==> src/rtl/mem_responder.sv <==
// Purpose: CPU bus responder decoding a 256x16 RAM, an LED register and synchronised switches, with a boot loader.
// Latency: reads return registered data one edge after the command; switch changes reach reads after a 2-flop sync.
// Backpressure: none on the CPU bus; the loader is accepted only while in LOAD (ld_ready high), one word per cycle.
module mem_responder #(
  parameter int         RAM_AW    = 8,
  parameter logic [8:0] LED_ADDR  = 9'h100,
  parameter logic [8:0] SW_ADDR   = 9'h140,
  parameter bit         BOOT_LOAD = 1'b1
) (
  input  logic        clk,
  input  logic        reset,
  input  logic [1:0]  mem_cmd,
  input  logic [8:0]  mem_addr,
  input  logic [15:0] write_data,
  output logic [15:0] read_data,
  input  logic [7:0]  sw_in,
  output logic [7:0]  led_out,
  input  logic        ld_valid,
  output logic        ld_ready,
  input  logic [7:0]  ld_addr,
  input  logic [15:0] ld_data,
  input  logic        ld_done,
  output logic        cpu_reset,
  output logic        bus_err,
  output logic [7:0]  err_count
);

  localparam int RAM_DEPTH = 1 << RAM_AW;

  localparam logic [1:0] CMD_IDLE  = 2'b00;
  localparam logic [1:0] CMD_READ  = 2'b01;
  localparam logic [1:0] CMD_WRITE = 2'b10;
  localparam logic [1:0] CMD_ILL   = 2'b11;

  typedef enum logic [1:0] {
    ST_LOAD    = 2'd0,
    ST_RELEASE = 2'd1,
    ST_RUN     = 2'd2
  } state_t;

  // Decoded view of the current bus command, already qualified by RUN.
  typedef struct packed {
    logic rd;
    logic wr;
    logic ill;
    logic ram;
    logic led;
    logic sw;
  } req_t;

  state_t            state;
  req_t              req;
  logic              run;
  logic              err_next;
  logic [15:0]       rd_mux;
  logic              ram_we;
  logic [RAM_AW-1:0] ram_wa;
  logic [15:0]       ram_wd;
  logic [7:0]        sw_meta;
  logic [7:0]        sw_sync;
  logic [15:0]       mem [RAM_DEPTH];

  assign run = (state == ST_RUN);

  // Decode the CPU command and address; outside RUN every command reads as idle.
  always_comb begin
    req     = '0;
    req.rd  = run && (mem_cmd == CMD_READ);
    req.wr  = run && (mem_cmd == CMD_WRITE);
    req.ill = run && (mem_cmd == CMD_ILL);
    req.ram = ~mem_addr[8];
    req.led = (mem_addr == LED_ADDR);
    req.sw  = (mem_addr == SW_ADDR);
  end

  // Illegal command, unmapped read, or a write to read-only/unmapped space is an error.
  always_comb begin
    err_next = req.ill
             | (req.rd & ~(req.ram | req.led | req.sw))
             | (req.wr & ~(req.ram | req.led));
  end

  // Read data source selection; unmapped addresses return zero.
  always_comb begin
    rd_mux = 16'h0000;
    if (req.ram) begin
      rd_mux = mem[mem_addr[RAM_AW-1:0]];
    end else if (req.led) begin
      rd_mux = {8'h00, led_out};
    end else if (req.sw) begin
      rd_mux = {8'h00, sw_sync};
    end
  end

  // Single RAM write port shared by the loader (LOAD only) and the CPU (RUN only).
  always_comb begin
    ram_we = 1'b0;
    ram_wa = '0;
    ram_wd = 16'h0000;
    if (!reset) begin
      if (state == ST_LOAD && ld_valid) begin
        ram_we = 1'b1;
        ram_wa = ld_addr[RAM_AW-1:0];
        ram_wd = ld_data;
      end else if (req.wr && req.ram) begin
        ram_we = 1'b1;
        ram_wa = mem_addr[RAM_AW-1:0];
        ram_wd = write_data;
      end
    end
  end

  // RAM array; contents deliberately survive reset so a reset mid-load keeps written words.
  always_ff @(posedge clk) begin
    if (ram_we) begin
      mem[ram_wa] <= ram_wd;
    end
  end

  // Boot sequencing: LOAD holds the CPU in reset, RELEASE adds one guard cycle, RUN serves the bus.
  always_ff @(posedge clk or posedge reset) begin
    if (reset) begin
      state     <= BOOT_LOAD ? ST_LOAD : ST_RUN;
      cpu_reset <= BOOT_LOAD;
      ld_ready  <= BOOT_LOAD;
    end else begin
      case (state)
        ST_LOAD: begin
          if (ld_done) begin
            state     <= ST_RELEASE;
            cpu_reset <= 1'b1;
            ld_ready  <= 1'b0;
          end else begin
            cpu_reset <= 1'b1;
            ld_ready  <= 1'b1;
          end
        end
        ST_RELEASE: begin
          state     <= ST_RUN;
          cpu_reset <= 1'b0;
          ld_ready  <= 1'b0;
        end
        ST_RUN: begin
          cpu_reset <= 1'b0;
          ld_ready  <= 1'b0;
        end
        default: begin
          state     <= ST_RUN;
          cpu_reset <= 1'b0;
          ld_ready  <= 1'b0;
        end
      endcase
    end
  end

  // Two-flop synchroniser for the asynchronous board switches.
  always_ff @(posedge clk or posedge reset) begin
    if (reset) begin
      sw_meta <= 8'h00;
      sw_sync <= 8'h00;
    end else begin
      sw_meta <= sw_in;
      sw_sync <= sw_meta;
    end
  end

  // Registered read data; idle, write and illegal commands leave it unchanged.
  always_ff @(posedge clk or posedge reset) begin
    if (reset) begin
      read_data <= 16'h0000;
    end else if (req.rd) begin
      read_data <= rd_mux;
    end
  end

  // LED register, written only by a RUN-state write to its address.
  always_ff @(posedge clk or posedge reset) begin
    if (reset) begin
      led_out <= 8'h00;
    end else if (req.wr && req.led) begin
      led_out <= write_data[7:0];
    end
  end

  // Error pulse for the cycle after the offending edge, plus a saturating tally.
  always_ff @(posedge clk or posedge reset) begin
    if (reset) begin
      bus_err   <= 1'b0;
      err_count <= 8'h00;
    end else begin
      bus_err <= err_next;
      if (err_next && err_count != 8'hFF) begin
        err_count <= err_count + 8'd1;
      end
    end
  end

  // Unused command encoding kept named for readability of the decode above.
  logic unused_idle;
  assign unused_idle = (CMD_IDLE == 2'b00);

endmodule

==> config.mk <==
export PLATFORM = sky130hd
export DESIGN_NAME = mem_responder
export DESIGN_NICKNAME = d
export VERILOG_FILES = /design/src/rtl/mem_responder.sv
export SDC_FILE = /design/constraint.sdc
export NUM_CORES = 2
export LEC_CHECK = 0
export CAP_MARGIN = 20
export CORE_ASPECT_RATIO = 2
export CORE_MARGIN = 4
export CORE_UTILIZATION = 45
export CTS_BUF_LIST = sky130_fd_sc_hd__clkbuf_16
export CTS_CLUSTER_SIZE = 40
export DETAILED_ROUTE_END_ITERATION = 16
export PLACE_DENSITY_LB_ADDON = 0.25
export SLEW_MARGIN = 15
export SYNTH_ARGS = -nofsm -noshare
export SYNTH_HDL_FRONTEND = slang
export SYNTH_SLANG_ARGS = --single-unit
export TNS_END_PERCENT = 20
==> constraint.sdc <==
create_clock -name clk -period 10.5 [get_ports clk]
set_input_delay 1.575 -clock clk [delete_from_list [all_inputs] [get_ports clk]]
set_output_delay 1.575 -clock clk [all_outputs]
set_load 0.005 [all_outputs]
==> summary.txt <==
Syn-to-layout area delta - 12.8%
Routed WL - 465,000 um
IO Port Bufs - 97
final core utilization - 0.510
Cell Area, Placed - 168,000 sq um
nets - 7,470
CP top delay family - buffers and inverters
slowest CP cell - clkdlybuf4s50_1
post-CTS setup buffer count - 0
die area - 363,000 sq um
FF+latch count, synth - 4,149
fin crit share - 0.572
Max Cap Viol - 0
share of layout cells above drive strength 1 - 0.281
Max IR drop VDD - 0.000136 V
Setup Skew - 0.0600 ns
Slew @ Worst Pin - 1.40 ns
hold bufs inserted after CTS - 0
Setup crit start kind - input pin
I/O pins - 98
Design Power - 0.0333 W
remaining global-route overflow - 0
final setup margin - 4.49 ns
XOR/XNOR Fraction of Synth Area - 0.000386
Worst-path clk slew - 0.06 ns
R2R Path End - mem[52][12]
crit end category - flip-flop
Initial Util - 0.452
cts bufs inserted - 357
core area - 352,000 sq um
HP Class - reg2reg
Max clock buf depth - 4
Synthesis Warnings - 0
Hold Vio Cnt, Final - 0
Iteration-0 DRC Markers - 9,420
Final setup viols - 0
syn_nets - 7,027
Setup crit end - mem[248][13]
total number of vias - 77,100
multi-input combinational cell area - 33,100 sq um
Die Y-Extent - 849 um
crit-path cells - clkdlybuf4s50_1, inv_2, buf_4, o21ai_4, buf_4, a21oi_1, nand2_2, buf_4, nor2_2
critical path required time - 11.03 ns
post-route DRC violation count - 0
largest family of logic cells by synthesized area - multiplexers
cell count after synthesis - 6,963
RSZ-0062 raised after global routing - no
vias in the first global route - 79,200
FF+latch area - 124,000 sq um
# H-tree levels - 5
min cycle time layout - 6.01 ns
Setup Crit Path Kind - in2reg
top sig layer - met5
Most used DFF post-synth - edfxtp_1
top post-synthesis cells by count - 4,096 x edfxtp_1, 1,100 x mux4_2, 302 x nor2_1
clock tree from TritonCTS - built
Detailed Routing Iterations Pass 1 - 6
final slew viol count - 0
later-pin clock latency in the skew report - 0.94 ns
Power Dens Cells - 186 nW/um^2
register area share after synthesis - 0.782
area leader, netlist - edfxtp_1
WP depth - 9
routed wire length per instance - 37.6 um
Post-CTS Resized - 0
fmax - 166 MHz
Rows - 308
adder-cell area share of the yosys netlist - 0.0000787
Placed Cells - 11,700
met1 wire length - 151,000 um
DR WL met2 - 242,000 um
Critical R2R Launch - state[0]
pre-CTS setup slack - 3.74 ns
mux contribution to synthesized area - 0.166
number of nets with antenna violations after routing - 0
R2R depth - 10
Syn Std Cell Area - 159,000 sq um
CP peak stage delay - 0.90 ns
clock root cell - clkbuf_16
r2r setup slk - 5.45 ns
leakage power - 60.4 nW
vias per cell - 6.24
fillers - 27,200
Slew HR - 0.0638
largest net degree at the start of global routing - 215
outcome - finished clean
compound-gate portion of the synthesized area - 0.0208
Arr. time, crit path - 6.54 ns
Post-synth EDFFs - 4,096
initial antenna violation count - 24
Total GRT Usage - 0.254
total clock sinks - 4,149
WL met3 - 34,000 um
cell mode on critical path - buf_4
dominant cells by area after synthesis - edfxtp_1 77%, mux4_2 16%, mux2i_1 0.90%
die width - 428 um
Crit Path Max Fanout - 54
ys async rst share - 0.0128
post-synth cell types - 69
WP buf/inv - 5
CP Launch Point - reset
Final Instance Area - 179,000 sq um
Synth top area share - 0.774
Layout Cells excl Fill - 12,400
synthesized area per cell - 22.8 sq um
global placement routability congestion - 0.888
simple-gate area share of the yosys netlist - 0.0181
first-pass GRT wire length - 643,000 um
most frequent cell after synthesis - edfxtp_1
DP HPWL - 291,000 um
==> report_power, final <==
group,switching (W),total [W],internal [W]
Sequential,0.0000446,0.0182,0.0181
Combinational,0.00111,0.00169,0.000584
Clock,0.00602,0.0135,0.00745
Total,0.00717,0.0333,0.0261
==> sequential cells by signal (all words and copies together) (netlist names) <==
register and cells:
ld_ready 1, sw_meta 8, state 2, cpu_reset 1
led_out 8, bus_err 1, mem 4096, read_data 16
err_count 8, sw_sync 8
==> how the worst min path moves through the flow <==
stage | from | end | slack [ns] | depth (start not counted)
after CTS | sw_meta[5] | sw_sync[5] | 0.35 | 0
after detailed placement | sw_meta[5] | sw_sync[5] | 0.33 | 0
after global routing | sw_meta[5] | sw_sync[5] | 0.36 | 0
after global placement | sw_meta[3] | sw_sync[3] | 0.33 | 0
after floorplan | sw_meta[0] | sw_sync[0] | 0.33 | 0
final | sw_meta[5] | sw_sync[5] | 0.35 | 0
==> stage by stage <==
stage / hold slack [ns] / setup TNS [ns]
after CTS: 0.349 / 0
after global placement: 0.334 / 0
final: 0.349 / 0
after floorplan: 0.331 / -6247.19
after detailed placement: 0.335 / 0
after global routing: 0.356 / 0
==> logic make-up (layout without fill, tap and decap cells) <==
logic type / Yosys count / count (layout)
compound gates: 456 / 456
simple gates: 692 / 692
fa+ha+maj: 1 / 1
mux: 1256 / 1256
buf+inv: 402 / 1132
other cells: 0 / 11
flops: 4149 / 4149
xor+xnor: 7 / 7
==> per-layer routing <==
metal / track usage / up-vias
li1: - / 30500
met1: 0.289 / 41900
met2: 0.444 / 3750
met3: 0.0401 / 941
met4: 0.170 / 10
met5: 0 / -
==> layout by cell type, fill, tap and decap left out, drive strengths merged, types with 79 or more instances in the layout <==
cell type / instances
a21oi: 79
a22oi: 107
buf: 389
clkbuf: 369
clkdlybuf4s50: 90
clkinv: 140
edfxtp: 4096
inv: 85
mux2i: 143
mux4: 1100
nand2: 260
nor2: 303
==> final cells by class <==
type / instances / share of cell area
flip-flops and latches: 4149 / 0.693
diodes: 11 / 0.000153
multi-input cells: 2412 / 0.184
clock buffers: 368 / 0.0513
well taps: 4650 / 0.0324
inverters: 6 / 0.000167
clock inverters: 278 / 0.0141
repair buffers: 480 / 0.0244
No activity file was read; power rests on OpenSTA's default activity.
